$ cat src/rtl/instr_mem_ctrl_if.sv
// Handshake/bus bundle for the instruction memory: program-load port,
// fetch port and the busy/stall indication.
interface instr_mem_ctrl_if #(
  parameter int WIDTH  = 32,
  parameter int ADDR_W = 6
);
  logic              load;
  logic              load_valid;
  logic [WIDTH-1:0]  load_data;
  logic              load_ready;
  logic              load_done;
  logic [ADDR_W:0]   load_count;
  logic              fetch_req;
  logic [WIDTH-1:0]  fetch_addr;
  logic              fetch_valid;
  logic [WIDTH-1:0]  fetch_data;
  logic              fetch_err;
  logic              busy;

  modport slave (
    input  load, load_valid, load_data, fetch_req, fetch_addr,
    output load_ready, load_done, load_count, fetch_valid, fetch_data,
           fetch_err, busy
  );

  modport master (
    output load, load_valid, load_data, fetch_req, fetch_addr,
    input  load_ready, load_done, load_count, fetch_valid, fetch_data,
           fetch_err, busy
  );
endinterface

$ cat src/rtl/instr_mem_ctrl.sv
// Instruction memory for the fetch stage: clears itself after reset,
// accepts a program over a valid/ready load port, then serves registered
// fetches with out-of-range detection (NOP substituted, err flagged).
module instr_mem_ctrl #(
  parameter int               WIDTH     = 32,
  parameter int               DEPTH     = 64,
  parameter int               ADDR_W    = 6,
  parameter bit               BYTE_ADDR = 1'b1,
  parameter logic [WIDTH-1:0] NOP_WORD  = WIDTH'(32'h00000013)
) (
  input  logic              clk,
  input  logic              rst,
  instr_mem_ctrl_if.slave   bus
);

  typedef enum logic [1:0] {S_CLEAR, S_IDLE, S_LOAD} state_e;

  typedef struct packed {
    logic [WIDTH-1:0] data;
    logic             err;
  } fetch_rsp_t;

  localparam logic [ADDR_W:0]   DEPTH_C  = (ADDR_W+1)'(DEPTH);
  localparam logic [ADDR_W:0]   CNT_ONE  = (ADDR_W+1)'(1);
  localparam logic [ADDR_W-1:0] PTR_ONE  = ADDR_W'(1);
  localparam logic [ADDR_W-1:0] LAST_IDX = ADDR_W'(DEPTH-1);
  localparam logic [WIDTH-1:0]  DEPTH_W  = WIDTH'(DEPTH);

  logic [WIDTH-1:0] mem [DEPTH];

  state_e           state_q, state_d;
  logic [ADDR_W-1:0] ptr_q, ptr_d;       // clear sweep pointer
  logic [ADDR_W:0]   cnt_q, cnt_d;       // load write pointer == load_count
  logic              done_q, done_d;
  logic              fv_q, fv_d;
  fetch_rsp_t        rsp_q, rsp_d;

  logic              we;
  logic [ADDR_W-1:0] waddr;
  logic [WIDTH-1:0]  wdata;
  logic [WIDTH-1:0]  idx;
  logic              in_range;
  logic              ld_rdy;

  // Full-width index so a huge PC can never alias back into range.
  always_comb begin
    idx      = BYTE_ADDR ? (bus.fetch_addr >> 2) : bus.fetch_addr;
    in_range = (idx < DEPTH_W);
    ld_rdy   = (state_q == S_LOAD) && bus.load && (cnt_q < DEPTH_C);
  end

  // Next-state, memory write port and fetch response selection.
  always_comb begin
    state_d = state_q;
    ptr_d   = ptr_q;
    cnt_d   = cnt_q;
    done_d  = 1'b0;
    fv_d    = 1'b0;
    rsp_d   = rsp_q;
    we      = 1'b0;
    waddr   = ptr_q;
    wdata   = '0;
    case (state_q)
      S_CLEAR: begin
        we    = 1'b1;
        ptr_d = ptr_q + PTR_ONE;
        if (ptr_q == LAST_IDX) begin
          state_d = S_IDLE;
          ptr_d   = '0;
        end
      end
      S_IDLE: begin
        if (bus.load) begin
          // load has priority; a simultaneous fetch is dropped
          state_d = S_LOAD;
          cnt_d   = '0;
        end else if (bus.fetch_req) begin
          fv_d       = 1'b1;
          rsp_d.data = in_range ? mem[idx[ADDR_W-1:0]] : NOP_WORD;
          rsp_d.err  = ~in_range;
        end
      end
      S_LOAD: begin
        if (!bus.load) begin
          state_d = S_IDLE;
          done_d  = 1'b1;
        end else if (bus.load_valid && ld_rdy) begin
          we    = 1'b1;
          waddr = cnt_q[ADDR_W-1:0];
          wdata = bus.load_data;
          cnt_d = cnt_q + CNT_ONE;
        end
      end
      default: state_d = S_CLEAR;
    endcase
  end

  // Control and response registers; reset aborts any load session.
  always_ff @(posedge clk or negedge rst) begin
    if (!rst) begin
      state_q <= S_CLEAR;
      ptr_q   <= '0;
      cnt_q   <= '0;
      done_q  <= 1'b0;
      fv_q    <= 1'b0;
      rsp_q   <= '0;
    end else begin
      state_q <= state_d;
      ptr_q   <= ptr_d;
      cnt_q   <= cnt_d;
      done_q  <= done_d;
      fv_q    <= fv_d;
      rsp_q   <= rsp_d;
    end
  end

  // Single write port shared by the clear sweep and the loader.
  always_ff @(posedge clk) begin
    if (we) mem[waddr] <= wdata;
  end

  assign bus.load_ready  = ld_rdy;
  assign bus.load_done   = done_q;
  assign bus.load_count  = cnt_q;
  assign bus.fetch_valid = fv_q;
  assign bus.fetch_data  = rsp_q.data;
  assign bus.fetch_err   = rsp_q.err;
  assign bus.busy        = (state_q != S_IDLE);

endmodule

$ cat src/flat_wrapper.sv
// flat-port wrapper written by rule: the top's interface ports become plain ports
module instr_mem_ctrl_flat 
#(
  parameter int               WIDTH     = 32,
  parameter int               DEPTH     = 64,
  parameter int               ADDR_W    = 6,
  parameter bit               BYTE_ADDR = 1'b1,
  parameter logic [WIDTH-1:0] NOP_WORD  = WIDTH'(32'h00000013)
)
  (clk, rst, bus_load, bus_load_valid, bus_load_data, bus_fetch_req, bus_fetch_addr, bus_load_ready, bus_load_done, bus_load_count, bus_fetch_valid, bus_fetch_data, bus_fetch_err, bus_busy);
  instr_mem_ctrl_if #(.WIDTH(WIDTH), .ADDR_W(ADDR_W)) bus_i ();
  input  logic clk;
  input  logic rst;
  input wire logic [$bits(bus_i.load)-1:0] bus_load;
  input wire logic [$bits(bus_i.load_valid)-1:0] bus_load_valid;
  input wire logic [$bits(bus_i.load_data)-1:0] bus_load_data;
  input wire logic [$bits(bus_i.fetch_req)-1:0] bus_fetch_req;
  input wire logic [$bits(bus_i.fetch_addr)-1:0] bus_fetch_addr;
  output wire logic [$bits(bus_i.load_ready)-1:0] bus_load_ready;
  output wire logic [$bits(bus_i.load_done)-1:0] bus_load_done;
  output wire logic [$bits(bus_i.load_count)-1:0] bus_load_count;
  output wire logic [$bits(bus_i.fetch_valid)-1:0] bus_fetch_valid;
  output wire logic [$bits(bus_i.fetch_data)-1:0] bus_fetch_data;
  output wire logic [$bits(bus_i.fetch_err)-1:0] bus_fetch_err;
  output wire logic [$bits(bus_i.busy)-1:0] bus_busy;
  assign bus_i.load = bus_load;
  assign bus_i.load_valid = bus_load_valid;
  assign bus_i.load_data = bus_load_data;
  assign bus_i.fetch_req = bus_fetch_req;
  assign bus_i.fetch_addr = bus_fetch_addr;
  assign bus_load_ready = bus_i.load_ready;
  assign bus_load_done = bus_i.load_done;
  assign bus_load_count = bus_i.load_count;
  assign bus_fetch_valid = bus_i.fetch_valid;
  assign bus_fetch_data = bus_i.fetch_data;
  assign bus_fetch_err = bus_i.fetch_err;
  assign bus_busy = bus_i.busy;
  instr_mem_ctrl #(.WIDTH(WIDTH), .DEPTH(DEPTH), .ADDR_W(ADDR_W), .BYTE_ADDR(BYTE_ADDR), .NOP_WORD(NOP_WORD)) u_core (.clk(clk), .rst(rst), .bus(bus_i));
endmodule
$ cat config.mk
export PLATFORM = sky130hd
export DESIGN_NAME = instr_mem_ctrl_flat
export DESIGN_NICKNAME = d
export VERILOG_FILES = /design/src/rtl/instr_mem_ctrl_if.sv /design/src/rtl/instr_mem_ctrl.sv /design/src/flat_wrapper.sv
export SDC_FILE = /design/constraint.sdc
export NUM_CORES = 2
export LEC_CHECK = 0
export BUFFER_PORTS_ARGS = -buffer_cell sky130_fd_sc_hd__buf_2
export CAP_MARGIN = 30
export CORE_MARGIN = 4
export CORE_UTILIZATION = 35
export CTS_CLUSTER_SIZE = 10
export DETAILED_ROUTE_END_ITERATION = 6
export PLACE_DENSITY = 0.45
export SLEW_MARGIN = 25
export SYNTH_ARGS = -nofsm -noshare
export SYNTH_HDL_FRONTEND = slang
export SYNTH_SLANG_ARGS = --single-unit
$ cat constraint.sdc
create_clock -name clk -period 4.05 [get_ports clk]
set_clock_uncertainty 0.05 [all_clocks]
set_input_delay 0.6075 -clock clk [delete_from_list [all_inputs] [get_ports clk]]
set_output_delay 0.6075 -clock clk [all_outputs]
set_load 0.05 [all_outputs]
After elaboration in Yosys (flattened, before gate mapping)
Memory sizes are Yosys's and may differ from the RTL's.
Cells that the tools add are included.
Word-level totals
  register bits after elaboration: 50
  memory bits (writable): 2048
  output and inout port bits: 44
  word-level logic and storage cells: 57
  memories: 1
Memory list
  u_core.mem: depth 64, width 32, read ports 1, clocked after Yosys merged registers in 0, write ports 1, RTL line instr_mem_ctrl.sv:29  | logic [WIDTH-1:0] mem [DEPTH];
Cells by class
  add/sub/neg operators: 2
  $lt $le $gt $ge: 2
  equal/unequal tests: 9
  muxes and demuxes: 26
  bitwise logic cells: 2
  reduce and logical (&&, ||, !) cells: 8
Operators with widths (number)
  32-bit 2-to-1 mux: 4
  30-bit by 7-bit less-than comparator with 1-bit output (second input constant): 1
  6-bit 2-to-1 mux: 4
  7-bit 2-to-1 mux: 3
  7-bit one-hot mux with 2 select lines: 1
  1-bit 2-to-1 mux: 9
  2-bit inequality test (second input constant): 4
  7-bit by 1-bit adder with 7-bit output (second input constant): 1
  7-bit less-than comparator (second input constant): 1
  6-bit by 1-bit adder with 6-bit output (second input constant): 1
  6-bit == test (second input constant): 1
  2-bit 2-to-1 mux: 3
  2-bit one-hot mux with 3 select lines: 1
  3-bit AND reduction: 2
  2-bit by 1-bit inequality test with 1-bit output (second input constant): 2
  4-bit AND reduction: 1
  1-bit logical AND: 3
  2-bit by 1-bit == test with 1-bit output (second input constant): 1
  2-bit == test (second input constant): 1
  2-bit logical NOT: 1
  1-bit NOT: 2
  1-bit one-hot mux with 2 select lines: 1
  2-bit nonzero test: 1

Depth between registers and ports, before layout
  depth in word-level cells: 9
  gate-level depth with buffers: 12
  mapped depth without buffers: 7

Worst setup path before layout
OpenSTA, ideal clock, no wires.
  path kind: reg2reg
  from: register u_core.cnt_q[6] (netlist: u_core.bus.load_count[6])
  to: memory u_core.mem[40][0], enable pin
  library setup time: 421 ps
  arrival: 3359 ps
  data required time: 3579 ps
  path slack: 220 ps
  stages on the path, launching flop included: 9
  buffers on the path: 2
  period minus slack after synthesis: 3830 ps
  cells stage by stage: dfrtp_1 > and4bb_2 > and2_1 > clkbuf_1 > clkbuf_1 > nand3_1 > nand2_1 > nand2_1 > nor2_1
On the way
  word-level cells in the longest chain between the ends: 8
  elaborated cells on any way between the ends: 11
RTL lines
  from (decl): RTL line instr_mem_ctrl.sv:33  | logic [ADDR_W:0] cnt_q, cnt_d;
  from (signal assigned): RTL line instr_mem_ctrl.sv:110  | cnt_q <= cnt_d;
  7-bit less-than comparator (*): RTL line instr_mem_ctrl.sv:49  | ld_rdy = (state_q == S_LOAD) && bus.load && (cnt_q < DEPTH_C);
  1-bit logical AND (*): RTL line instr_mem_ctrl.sv:49
  1-bit logical AND (*): RTL line instr_mem_ctrl.sv:87  | end else if (bus.load_valid && ld_rdy) begin
  1-bit 2-to-1 mux: RTL line instr_mem_ctrl.sv:87
  1-bit 2-to-1 mux: RTL line instr_mem_ctrl.sv:84  | if (!bus.load) begin
  1-bit one-hot mux with 2 select lines: RTL line instr_mem_ctrl.sv:63  | case (state_q)
  1-bit 2-to-1 mux: RTL line instr_mem_ctrl.sv:119  | if (we) mem[waddr] <= wdata;
  1-bit 2-to-1 mux (not written as such): RTL line instr_mem_ctrl.sv:119
  to (decl): RTL line instr_mem_ctrl.sv:29
Mark *: on every way between the ends. The rest lies on a longest branch, timed or not.

Worst setup path in the final report
  from: register u_core.state_q[0]
  to: memory u_core.mem[62][0], enable pin
On the way
  word-level cells in the longest chain between the ends: 9
  elaborated cells on any way between the ends: 13
RTL lines
  from (decl): RTL line instr_mem_ctrl.sv:31  | state_e state_q, state_d;
  from (signal assigned): RTL line instr_mem_ctrl.sv:108  | state_q <= state_d;
  2-bit == test: RTL line instr_mem_ctrl.sv:49, instr_mem_ctrl.sv:63
  1-bit logical AND (2 in series): RTL line instr_mem_ctrl.sv:49
  1-bit logical AND: RTL line instr_mem_ctrl.sv:87
  1-bit 2-to-1 mux: RTL line instr_mem_ctrl.sv:87
  1-bit 2-to-1 mux: RTL line instr_mem_ctrl.sv:84
  1-bit one-hot mux with 2 select lines: RTL line instr_mem_ctrl.sv:63
  1-bit 2-to-1 mux: RTL line instr_mem_ctrl.sv:119
  1-bit 2-to-1 mux (not written as such): RTL line instr_mem_ctrl.sv:119
Parallel ways exist; a longest one is shown, timed or not.

==> out/summary.txt <==
buffer type at the clock tree root - sky130_fd_sc_hd__clkbuf_16
critical path depth in cells - 8
syn_area_per_cell - 20.5 sq um
net count of the finished layout - 4496
all-layer global routing usage - 0.211
post-DR wirelength/cell - 33.9 microns
global-route wire length before repair - 355 mm
most repeated cell in the gate-level netlist after synthesis - sky130_fd_sc_hd__edfxtp_1
drc violations - 0
final design instance area without fill - 0.0952 sq mm
endpoint of the most critical register-to-register path - u_core.mem[62][0]$_DFFE_PP_
effective utilization at floorplan - 0.353
Longest Clk Path Bufs - 3
Detailed Routing Iterations Pass 1 - 5
number of hold violations in the final report - 0
placeable core region - 0.231 sq mm
Worst Max-Slew Pin Slew - 0.985 ns
Hold Path End - u_core.mem[47][14]$_DFFE_PP_
async set or reset register ratio after synthesis - 0.0238
delay-heaviest family, CP - simple AND/OR/NAND/NOR gates
via count - 41829
Register-to-Register Path Depth - 8
number of vias per cell - 5.50
detailed-placement wirelength estimate - 154 mm
crit path buf inv count - 2
part of the total power dissipated in the clock network - 0.379
final number of setup-violating endpoints - 0
total of warnings raised by yosys - 0
I/O pin count - 113
initial drt markers - 4422
Critical Path Slowest Stage Cell - sky130_fd_sc_hd__nand2_1
sequential fraction of the synthesis area - 0.771
Internal Power - 0.0376 W
CP startpoint kind - flop
biggest area consumer among synthesized cells - sky130_fd_sc_hd__edfxtp_1
deepest level of the CTS H-tree - 4
number of post-CTS setup repair buffers - 0
kind of end point of the critical path - flop
leading post-synthesis cells by cell area - sky130_fd_sc_hd__edfxtp_1 (76%), sky130_fd_sc_hd__mux4_2 (8.8%), sky130_fd_sc_hd__mux2i_1 (6.0%)
switching power - 0.0127 W
Die X - 490 microns
post-CTS clock slew at the launch and capture registers of the worst setup and hold paths - 0.06 ns
highest ir drop seen on vdd - 0.360 mV
run status - complete, no violations
number of synthesized flops with an enable pin - 2048
setup TNS - 0 ns
Pins Over Slew Limit - 0
maximum number of pins on one net before global-route repair - 65
worst min-delay path class - primary input to flop
register bit count reported by yosys - 2098
count of cell types in the netlist - 57
cell count after synthesis - 3977
arrival time at the worst endpoint - 3.78 ns
Rel. slew slack - 0.342
CP Data Required Time - 4.51 ns
worst hold stages - 2
most repeated library cell on the critical path - sky130_fd_sc_hd__nand2_1
vias in the first global route - 42682
ratio of total power to cell area - 528 mW/mm^2
power share of the combinational group - 0.113
FP Rows - 176
routed wire length - 258 mm
leakage power of the design - 33.5 nW
number of antenna violations at the first check in global routing - 15
Peak Freq - 301 MHz
Synth Net Count - 4048
Remaining Overflow, GRT - 0
cell-by-cell trace of the critical path - and4bb_2, nand2_1, o22a_1, nor2_1, nand2_1, buf_4, nor2_4, buf_12
Antenna Nets Post-Route - 0
hold_ws - 0.324 ns
Final Cycle Share - 0.820
fraction of post-synthesis cell area in the top cell type by area - 0.756
Area after DPL - 0.0885 sq mm
maximum capacitance violations - 0
most instantiated flip-flop cell in the synthesis netlist - sky130_fd_sc_hd__edfxtp_1
clock latency reported for the late side of the worst-skew pair - 0.85 ns
start point of the worst hold path - bus_load_data[14]
total design power - 0.0503 W
Seq pwr share - 0.508
switching share of power - 0.252
worst reg2reg path startpoint - u_core.state_q[0]$_DFFE_PN0P_
critical path fanouts, max - 32
register-to-register path setup slack - 0.73 ns
RSZ-0062 raised after global routing - false
critical path start-end classification - flop to flop
clock buffers created by TritonCTS - 233
synthesis-to-finish area growth - 17.0%
fraction of final layout cells sized beyond drive strength 1 - 0.251
peak per-stage delay on the critical path - 0.51 ns
number of buffer cells added on primary ports - 110
Die H - 490 microns
Commonest cells post-synth - sky130_fd_sc_hd__edfxtp_1 (2048), sky130_fd_sc_hd__mux2i_1 (485), sky130_fd_sc_hd__mux4_2 (317)
GPL Wtd Cong - 0.771
combined area of all synthesized cells - 0.0814 sq mm
Final min period - 3.32 ns
area of the die - 0.240 sq mm
CTS tree - built
number of sinks handled by clock tree synthesis - 2098
## sequential cells by signal (all words and copies together) (netlist names)
register / flops
u_core.bus.load_done: 1
u_core.mem: 2048
u_core.state_q: 2
u_core.bus.fetch_err: 1
u_core.bus.fetch_data: 32
u_core.bus.load_count: 7
u_core.ptr_q: 6
u_core.bus.fetch_valid: 1
## per-stage QoR
stage	instances	util	worst slack, ns
floorplan	3977	-	0.220
global placement	7210	0.384	0.401
detailed placement	7212	0.384	0.338
CTS	7597	0.413	0.719
global route	7599	0.413	0.576
finish	7602	0.413	0.730
## area by class of cell
class	instances	area, sq um
sequential	2098	62800
multi-input combinational	1647	17900
tap	3026	3790
clock buffer	365	6400
timing repair buffer	439	4120
inverter	6	22.5
antenna	3	7.51
fill	20343	135000
clock inverter	18	236
## how the worst max path moves through the flow
stage                                    to                                 start  slack [ns]
4_1_cts         u_core.mem[14][8]$_DFFE_PP_         u_core.state_q[0]$_DFFE_PN0P_        0.72
6_report        u_core.mem[62][0]$_DFFE_PP_         u_core.state_q[0]$_DFFE_PN0P_        0.73
3_3_place_gp    u_core.mem[14][6]$_DFFE_PP_                        bus_load_valid        0.40
5_1_grt        u_core.mem[47][29]$_DFFE_PP_         u_core.state_q[0]$_DFFE_PN0P_        0.58
3_5_place_dp   u_core.mem[14][18]$_DFFE_PP_                        bus_load_valid        0.34
2_1_floorplan   u_core.mem[40][0]$_DFFE_PP_  u_core.bus.load_count[6]$_DFFE_PN0P_        0.22
## metal layers
layer | up-vias | track usage | routed length [microns]
li1 | 17423 | - | -
met1 | 22816 | 0.304 | 116000
met2 | 1298 | 0.342 | 124000
met3 | 292 | 0.0275 | 12600
met4 | 0 | 0.0478 | 5590
met5 | - | 0 | 0
## logic make-up after synthesis
family | count (synthesis) | synth area share
flops | 2098 | 0.771
mux | 838 | 0.152
compound gates | 421 | 0.0362
simple gates | 379 | 0.0227
buf+inv | 232 | 0.0164
xor+xnor | 7 | 0.000754
fa+ha+maj | 2 | 0.000308
## what timing repair did
item                                   4_1_cts  5_1_grt
endpoints found under the hold margin       42        0
gates resized for setup                      0        0
hold buffers                                 2        0
## cell usage in the layout, fill, tap and decap left out, drive strengths merged, types with 4 or more instances in the layout
cell / count
nor3: 5
buf: 437
inv: 14
a221oi: 5
clkinv: 9
nor4: 7
xor2: 4
nor2b: 14
nand2b: 14
mux4: 317
and2: 15
o21ai: 33
a22oi: 215
a21oi: 48
clkbuf: 365
and3: 38
o22ai: 8
nand3b: 10
dfrtp: 50
mux2: 36
nand2: 79
mux2i: 485
nand4: 13
edfxtp: 2048
o31ai: 15
nand3: 80
a211oi: 29
a41o: 5
a31oi: 39
nor2: 96
## power by group through the flow
stage / clock network [W] / logic, W / registers (W)
global route: 0.0204 / 0.00597 / 0.0256
floorplan: 0 / 0.00255 / 0.0260
detailed placement: 0 / 0.00576 / 0.0260
CTS: 0.0195 / 0.00577 / 0.0255
finish: 0.0190 / 0.00570 / 0.0255
global placement: 0 / 0.00573 / 0.0259
Power figures use the tool's default switching activity.
